**src/rtl/smi_rx_arbiter_if.sv**
```systemverilog
// Bus bundle between the RX arbiter, its two source FIFOs and the SMI controller RX port.
interface smi_rx_arbiter_if;
    localparam int unsigned DATA_W = 32;
    localparam int unsigned CNT_W  = 8;

    logic [1:0]        i_mode;
    logic              i_ch_sel;
    logic              i_ch0_empty;
    logic              i_ch1_empty;
    logic              o_ch0_pull;
    logic              o_ch1_pull;
    logic [DATA_W-1:0] i_ch0_data;
    logic [DATA_W-1:0] i_ch1_data;
    logic              i_pull;
    logic [DATA_W-1:0] o_data;
    logic              o_empty;
    logic              o_cur_ch;
    logic [CNT_W-1:0]  o_drop_cnt;

    modport slave (
        input  i_mode, i_ch_sel, i_ch0_empty, i_ch1_empty, i_ch0_data, i_ch1_data, i_pull,
        output o_ch0_pull, o_ch1_pull, o_data, o_empty, o_cur_ch, o_drop_cnt
    );

    modport master (
        output i_mode, i_ch_sel, i_ch0_empty, i_ch1_empty, i_ch0_data, i_ch1_data, i_pull,
        input  o_ch0_pull, o_ch1_pull, o_data, o_empty, o_cur_ch, o_drop_cnt
    );
endinterface

```
**src/rtl/smi_rx_arbiter.sv**
```systemverilog
// Two-channel RX FIFO arbiter feeding a one-word buffer read by the SMI controller.
// Fixed-channel or round-robin selection; one word per 3 cycles at best.
module smi_rx_arbiter #(
    parameter bit G_TAG_EN = 1'b1
) (
    input  logic            i_sys_clk,
    input  logic            i_rst_b,
    smi_rx_arbiter_if.slave bus
);
    localparam int unsigned DATA_W     = 32;
    localparam int unsigned CNT_W      = 8;
    localparam logic [1:0]  MODE_FIXED = 2'b01;
    localparam logic [1:0]  MODE_RR    = 2'b10;

    typedef enum logic [1:0] {
        ST_IDLE    = 2'd0,
        ST_FETCH   = 2'd1,
        ST_CAPTURE = 2'd2
    } state_e;

    state_e            state_q,    state_d;
    logic              armed_q,    armed_d;
    logic              empty_q,    empty_d;
    logic [DATA_W-1:0] data_q,     data_d;
    logic              cur_ch_q,   cur_ch_d;
    logic [CNT_W-1:0]  drop_cnt_q, drop_cnt_d;
    logic              pull0_q,    pull0_d;
    logic              pull1_q,    pull1_d;
    logic              last_ch_q,  last_ch_d;
    logic              fetch_ch_q, fetch_ch_d;
    logic              fetch_tag_q, fetch_tag_d;

    logic              sel_ch;
    logic              sel_avail;
    logic              rr_pref;
    logic              rr_pref_empty;

    // Next-state, selection and buffer update
    always_comb begin
        state_d       = state_q;
        armed_d       = 1'b1;
        empty_d       = empty_q;
        data_d        = data_q;
        cur_ch_d      = cur_ch_q;
        drop_cnt_d    = drop_cnt_q;
        pull0_d       = 1'b0;
        pull1_d       = 1'b0;
        last_ch_d     = last_ch_q;
        fetch_ch_d    = fetch_ch_q;
        fetch_tag_d   = fetch_tag_q;
        sel_ch        = 1'b0;
        sel_avail     = 1'b0;
        rr_pref       = ~last_ch_q;
        rr_pref_empty = rr_pref ? bus.i_ch1_empty : bus.i_ch0_empty;

        case (bus.i_mode)
            MODE_FIXED: begin
                sel_ch    = bus.i_ch_sel;
                sel_avail = bus.i_ch_sel ? ~bus.i_ch1_empty : ~bus.i_ch0_empty;
            end
            MODE_RR: begin
                sel_ch    = rr_pref_empty ? ~rr_pref : rr_pref;
                sel_avail = ~(bus.i_ch0_empty & bus.i_ch1_empty);
            end
            default: ;
        endcase

        // A pull on an empty buffer only bumps the saturating drop counter
        if (bus.i_pull) begin
            if (!empty_q) begin
                empty_d = 1'b1;
            end else if (drop_cnt_q != '1) begin
                drop_cnt_d = drop_cnt_q + CNT_W'(1);
            end
        end

        case (state_q)
            ST_IDLE: begin
                if (armed_q && sel_avail && (empty_q || bus.i_pull)) begin
                    state_d     = ST_FETCH;
                    pull0_d     = ~sel_ch;
                    pull1_d     = sel_ch;
                    fetch_ch_d  = sel_ch;
                    fetch_tag_d = G_TAG_EN && (bus.i_mode == MODE_RR);
                end
            end
            ST_FETCH: begin
                state_d = ST_CAPTURE;
            end
            ST_CAPTURE: begin
                data_d    = fetch_ch_q ? bus.i_ch1_data : bus.i_ch0_data;
                if (fetch_tag_q) begin
                    data_d[0] = fetch_ch_q;
                end
                empty_d   = 1'b0;
                cur_ch_d  = fetch_ch_q;
                last_ch_d = fetch_ch_q;
                state_d   = ST_IDLE;
            end
            default: begin
                state_d = ST_IDLE;
            end
        endcase
    end

    // State and buffer registers; armed_q delays the first pull past the first edge after reset
    always_ff @(posedge i_sys_clk or negedge i_rst_b) begin
        if (!i_rst_b) begin
            state_q     <= ST_IDLE;
            armed_q     <= 1'b0;
            empty_q     <= 1'b1;
            data_q      <= '0;
            cur_ch_q    <= 1'b0;
            drop_cnt_q  <= '0;
            pull0_q     <= 1'b0;
            pull1_q     <= 1'b0;
            last_ch_q   <= 1'b1;
            fetch_ch_q  <= 1'b0;
            fetch_tag_q <= 1'b0;
        end else begin
            state_q     <= state_d;
            armed_q     <= armed_d;
            empty_q     <= empty_d;
            data_q      <= data_d;
            cur_ch_q    <= cur_ch_d;
            drop_cnt_q  <= drop_cnt_d;
            pull0_q     <= pull0_d;
            pull1_q     <= pull1_d;
            last_ch_q   <= last_ch_d;
            fetch_ch_q  <= fetch_ch_d;
            fetch_tag_q <= fetch_tag_d;
        end
    end

    assign bus.o_ch0_pull = pull0_q;
    assign bus.o_ch1_pull = pull1_q;
    assign bus.o_data     = data_q;
    assign bus.o_empty    = empty_q;
    assign bus.o_cur_ch   = cur_ch_q;
    assign bus.o_drop_cnt = drop_cnt_q;
endmodule
```
**src/flat_wrapper.sv**
```systemverilog
// flat-port wrapper written by rule: the top's interface ports become plain ports
module smi_rx_arbiter_flat 
#(
    parameter bit G_TAG_EN = 1'b1
)
  (i_sys_clk, i_rst_b, bus_i_mode, bus_i_ch_sel, bus_i_ch0_empty, bus_i_ch1_empty, bus_i_ch0_data, bus_i_ch1_data, bus_i_pull, bus_o_ch0_pull, bus_o_ch1_pull, bus_o_data, bus_o_empty, bus_o_cur_ch, bus_o_drop_cnt);
  smi_rx_arbiter_if bus_i ();
  input  logic i_sys_clk;
  input  logic i_rst_b;
  input wire logic [$bits(bus_i.i_mode)-1:0] bus_i_mode;
  input wire logic [$bits(bus_i.i_ch_sel)-1:0] bus_i_ch_sel;
  input wire logic [$bits(bus_i.i_ch0_empty)-1:0] bus_i_ch0_empty;
  input wire logic [$bits(bus_i.i_ch1_empty)-1:0] bus_i_ch1_empty;
  input wire logic [$bits(bus_i.i_ch0_data)-1:0] bus_i_ch0_data;
  input wire logic [$bits(bus_i.i_ch1_data)-1:0] bus_i_ch1_data;
  input wire logic [$bits(bus_i.i_pull)-1:0] bus_i_pull;
  output wire logic [$bits(bus_i.o_ch0_pull)-1:0] bus_o_ch0_pull;
  output wire logic [$bits(bus_i.o_ch1_pull)-1:0] bus_o_ch1_pull;
  output wire logic [$bits(bus_i.o_data)-1:0] bus_o_data;
  output wire logic [$bits(bus_i.o_empty)-1:0] bus_o_empty;
  output wire logic [$bits(bus_i.o_cur_ch)-1:0] bus_o_cur_ch;
  output wire logic [$bits(bus_i.o_drop_cnt)-1:0] bus_o_drop_cnt;
  assign bus_i.i_mode = bus_i_mode;
  assign bus_i.i_ch_sel = bus_i_ch_sel;
  assign bus_i.i_ch0_empty = bus_i_ch0_empty;
  assign bus_i.i_ch1_empty = bus_i_ch1_empty;
  assign bus_i.i_ch0_data = bus_i_ch0_data;
  assign bus_i.i_ch1_data = bus_i_ch1_data;
  assign bus_i.i_pull = bus_i_pull;
  assign bus_o_ch0_pull = bus_i.o_ch0_pull;
  assign bus_o_ch1_pull = bus_i.o_ch1_pull;
  assign bus_o_data = bus_i.o_data;
  assign bus_o_empty = bus_i.o_empty;
  assign bus_o_cur_ch = bus_i.o_cur_ch;
  assign bus_o_drop_cnt = bus_i.o_drop_cnt;
  smi_rx_arbiter #(.G_TAG_EN(G_TAG_EN)) u_core (.i_sys_clk(i_sys_clk), .i_rst_b(i_rst_b), .bus(bus_i));
endmodule
```
**config.mk**
```make
export PLATFORM = sky130hd
export DESIGN_NAME = smi_rx_arbiter_flat
export DESIGN_NICKNAME = d
export VERILOG_FILES = /design/src/rtl/smi_rx_arbiter_if.sv /design/src/rtl/smi_rx_arbiter.sv /design/src/flat_wrapper.sv
export SDC_FILE = /design/constraint.sdc
export NUM_CORES = 1
export LEC_CHECK = 0
export BUFFER_PORTS_ARGS = -buffer_cell sky130_fd_sc_hd__buf_2
export CORE_MARGIN = 4
export CORE_UTILIZATION = 45
export DETAILED_ROUTE_END_ITERATION = 7
export GPL_TIMING_DRIVEN = 0
export PLACE_DENSITY = 0.82
export SLEW_MARGIN = 10
export SYNTH_ARGS = -nofsm -noshare
export SYNTH_HDL_FRONTEND = slang
export SYNTH_SLANG_ARGS = --single-unit
```
**constraint.sdc**
```tcl
create_clock -name i_sys_clk -period 1.9 [get_ports i_sys_clk]
set_input_delay 0.095 -clock i_sys_clk [delete_from_list [all_inputs] [get_ports i_sys_clk]]
set_output_delay 0.095 -clock i_sys_clk [all_outputs]
set_load 0.005 [all_outputs]
```
**Word-level counts from Yosys, hierarchy flattened**

Cells that the tools add are included.
Widths: inputs -> output; s select.

- Register bits: 50
- Latch bits: 0
- Memory bits (writable): 0
- Memory bits (read-only): 0
- Bits of input ports: 72
- Word-level logic and storage cells: 46
- Memories kept: 0

- Add/subtract/negate cells: 1
- Multiply operators: 0
- Div/mod/pow operators: 0
- $lt $le $gt $ge: 0
- Eq/ne operators: 6
- Shifts and indexed selects: 0
- Muxes and demuxes: 15
- Bitwise logic cells: 6
- Reductions and logical operators: 7

Operators with widths:

| kind | number |
|---|---|
| $mux 32 | 1 |
| $mux 1 | 10 |
| $add 8x1->8 const B | 1 |
| $ne 8x8->1 const B | 1 |
| $not 1->1 | 5 |
| $eq 2x1->1 const B | 2 |
| $eq 2x2->1 const B | 2 |
| $pmux 1 s2 | 2 |
| $pmux 2 s2 | 1 |
| $reduce_and 3->1 | 1 |
| $logic_and 1x1->1 | 2 |
| $logic_not 2->1 | 1 |
| $mux 2 | 1 |
| $ne 2x1->1 const B | 1 |
| $reduce_and 2->1 | 1 |
| $reduce_bool 2->1 | 1 |
| $and 1x1->1 | 1 |
| $logic_or 1x1->1 | 1 |

**Depth between registers and ports, before layout**

- Depth after elaboration: 7
- Gate-level depth with buffers: 6
- Mapped depth without buffers: 6

**Worst setup path before layout**

OpenSTA, ideal clock, no wires.

- Kind: reg2reg
- Start point: register u_core.empty_q, in the netlist u_core.bus.o_empty
- End point: register u_core.drop_cnt_q[7], in the netlist u_core.bus.o_drop_cnt[7]
- Library setup time: 125 ps
- Data arrival time: 1447 ps
- Slack: 329 ps
- Cell stages (with the launch flop): 5
- Path buffers: 0
- Cells stage by stage: dfstp_2 -> nand2_1 -> or2_2 -> nor3_1 -> mux2_2

- Longest elaborated chain between the ends: 1

RTL lines:

| element | line | RTL |
|---|---|---|
| start, declared | smi_rx_arbiter.sv:23 | `logic empty_q, empty_d;` |
| start signal, assigned | smi_rx_arbiter.sv:123 | `empty_q <= empty_d;` |
| $reduce_and 3->1 (no source line) | - |  |
| end signal, assigned | smi_rx_arbiter.sv:126 | `drop_cnt_q <= drop_cnt_d;` |
| end, declared | smi_rx_arbiter.sv:26 | `logic [CNT_W-1:0] drop_cnt_q, drop_cnt_d;` |

Every way passes these cells.
A chain may end at the register's enable or synchronous reset.

**Worst setup path in the final report**

Same ends and word-level chain as after synthesis.

==> metrics.yaml <==
setup_path:
  cp.arrival_ps: 1870
  worst_r2r_path_depth: 4
  start_of_the_worst_register_to_register_path: "u_core.bus.o_empty"
  setup.worst_path.end: "u_core.bus.o_drop_cnt[7]"
  timing.reg2reg.setup_slack_ps: 220
  timing.critical_path.required_ps: 2090
  largest_driver_fanout_on_the_critical_path: 5
  worstSetupPathType: "register to register"
  cp-startpoint: "u_core.bus.o_empty"
  reg2reg_to: "u_core.bus.o_drop_cnt[7]"
  cp-end-kind: "register"
  timing.critical_path.from_type: "register"
timing:
  setup-violations-final: 0
  max_slew.worst_pin.slew_ps: 1053
  final.min_clock_period_ps: 1683
  rsz0062_at_grt: "no"
  post-route-period-util_pct: 88.57
  final.hold.worst_slack_ps: -18.66
  finalClockSkew_ps: 8.946
  postLayoutSetupSlackWorst_ps: 217.1
  max_slew_margin_pct: 29.78
  timing_hold_violations_final: 11
  drv_slew: 0
  timing.fmax_mhz: 594.2
  fin_setup_tns_ps: 0
pwr:
  static-leakage-power_nw: 1.574
  max_rail_drop_vdd_mv: 0.6291
  switching_share_pct: 31.31
  powerDensity_nw_per_um2: 1139
  net-switching-power_w: 0.001094
  clock_power_share_pct: 20.6
  seq_power_share_pct: 48.1
  internal_power_w: 0.002401
  combinationalPowerShare_pct: 31.3
placed_design:
  pre_cts_slack_ps: 165.8
  post-place-cells: 398
  port_buffers: 115
  globalplace.congestion: 0.7939
  dpl.hpwl_um: 4225
routing:
  first_pass_iteration_count_of_the_detailed_router: 4
  avgRoutedWirePerCell_um: 13.26
  detailroute.via_count: 1982
  drt_first_iter_violations: 79
  vias_per_cell: 4.882
  drt.antenna.violating_nets: 0
  route.detailed.drc: 0
  wirelength_um: 5384
global_route:
  grt_antenna_before_repair: 0
  largest_net_degree_at_the_start_of_global_routing: 51
  grt_first_pass_wirelength_um: 8652
  grt.overflow.total: 0
  grtUsageTotal_pct: 17.06
  first_global_vias: 2021
clocking:
  numClockSinks: 50
  cts_tree: "done"
  htreeDepth: 2
  clkLatencyLatePin_ps: 290
  hold_buffers: 0
  clkSlewWorstSetupHoldPaths_ps: 90
  cts_made_buffers: 5
  cts-resized-gates: 0
  clockRootBuffer: "clkbuf_8"
  cts_max_path_buffers: 2
  number_of_buffers_inserted_to_repair_setup_after_cts: 0
finish:
  layoutNonFillerInstCount: 406
  syn_to_final_growth_pct: 33.26
  mostFrequentLayoutCells: "buf_2, dfrtp_1, nand2_1, o21ai_0, mux2i_1"
  antenna_cells: 0
  multi_input_area_um2: 988.4
  design.final.nets: 413
  final_util_pct: 63.28
  post_route_cells_drive_above_1_share_pct: 40.12
  layout.area.seq_um2: 1254
  mostFrequentLayoutCell: "buf_2"
  fillers: 404
logic_synthesis:
  synth.avg_cell_area_um2: 10.66
  yosys_register_bits: 50
  mappedNetlistNets: 291
  synth.distinct_cells: 33
  asyncSetResetFlopFracSynth_pct: 100.0
  synth_edf_count: 0
  synth-main-ff-cell: "dfrtp_1"
  synth.top_cells.by_area: "dfrtp_1, mux2i_1, o21ai_0"
  yosys_warnings: 0
  synthCells: 216
  yosysSeqAreaShare_pct: 54.46
  synthDominantAreaCellType: "dfrtp_1"
  synth_top_area_share_pct: 52.17
  synth.cell_area_um2: 2302
die:
  coreArea_um2: 4848
  area_of_the_die_um2: 6324
  die_height_um: 79.53
  floorplan.initialDensity_pct: 47.48
  ios: 116
  die_x_um: 79.53
  floorplan.rows: 25
run:
  max_cap_violations: 0
run_status:
  violations: "negative hold slack"
  outcome: "complete, but fails checks"
min_path:
  min-delay-path-class: "primary input to asynchronous set/reset pin"
metrics by stage:
step	hold WS (ps)	total power (W)	cell area, um^2
floorplan	-200.6	0.002217	2302
global placement	341.3	0.002761	2962
detailed placement	353.6	0.002821	2962
CTS	28.48	0.003544	3068
global route	63.60	0.003754	3068
finish	-18.66	0.003496	3068
final cells by class:
class                   count  share of cell area [%]
clock inverters             1                  0.9788
clock buffers               7                   2.488
repair buffers            115                   18.76
flip-flops and latches     50                   40.86
inverters                   3                  0.3670
plain buffers              11                   1.591
multi-input cells         152                   32.22
well taps                  67                   2.732
registers in the layout (all words and copies together), names as in the netlist:
name and cells:
u_core.armed_q 1, u_core.bus.o_ch0_pull 1, u_core.bus.o_ch1_pull 1, u_core.bus.o_cur_ch 1, u_core.bus.o_data 32, u_core.bus.o_drop_cnt 8
u_core.bus.o_empty 1, u_core.fetch_ch_q 1, u_core.fetch_tag_q 1, u_core.last_ch_q 1, u_core.state_q 2
worst max-delay path, cell delays in order (launching register included):
cell and delay [ps]:
dfstp_2 570, nand2_1 70, or2_2 330, nor3_1 250
mux2_2 360
cells in the mapped netlist (all sizes together), types with 2 or more instances:
| cell | n |
|---|---|
| nor3 | 3 |
| mux2 | 4 |
| nor2 | 2 |
| and3 | 2 |
| and2b | 2 |
| nor2b | 2 |
| clkbuf | 5 |
| xor2 | 2 |
| mux2i | 31 |
| nand2 | 40 |
| a21oi | 3 |
| o21a | 4 |
| dfstp | 2 |
| ha | 3 |
| inv | 3 |
| dfrtp | 48 |
| and2 | 2 |
| nand2b | 2 |
| buf | 6 |
| o21ai | 37 |
| nand3 | 4 |
per-layer routing:
layer  track usage [%]  up-vias  wire length, um
met5                 0        -                0
met4             4.639        0               57
met3             3.725        6              455
met2             30.97       80             2713
met1             20.19      912             2158
li1                  -      984                -
worst min-delay path by stage:
stage | from | end | slack (ps) | cells past startpoint
floorplan | i_rst_b | u_core.armed_q | -200 | 0
global placement | i_rst_b | u_core.bus.o_drop_cnt[1] | 340 | 1
detailed placement | i_rst_b | u_core.bus.o_drop_cnt[0] | 350 | 1
CTS | i_rst_b | u_core.bus.o_drop_cnt[3] | 30 | 1
global route | bus_i_pull | u_core.bus.o_empty | 60 | 2
finish | i_rst_b | u_core.bus.o_drop_cnt[0] | -20 | 1
power groups by stage:
stage | clock network (W) | registers, W | logic [W]
2_1_floorplan | 0 | 0.00172 | 0.000498
4_1_cts | 0.000741 | 0.00168 | 0.00112
6_report | 0.000719 | 0.00168 | 0.00110
3_3_place_gp | 0 | 0.00168 | 0.00108
3_5_place_dp | 0 | 0.00170 | 0.00112
5_1_grt | 0.000781 | 0.00173 | 0.00124
logic make-up after synthesis:
| family | share of synthesized area (%) |
|---|---|
| buffers and inverters | 2.609 |
| AOI/OAI and AO/OA | 11.36 |
| DFF | 54.46 |
| xor gates and xnor gates | 0.7610 |
| and+or+nand+nor | 13.26 |
| muxes | 15.76 |
| adders and majority gates | 1.631 |
| other | 0.1629 |
No activity file was read; power rests on OpenSTA's default activity.
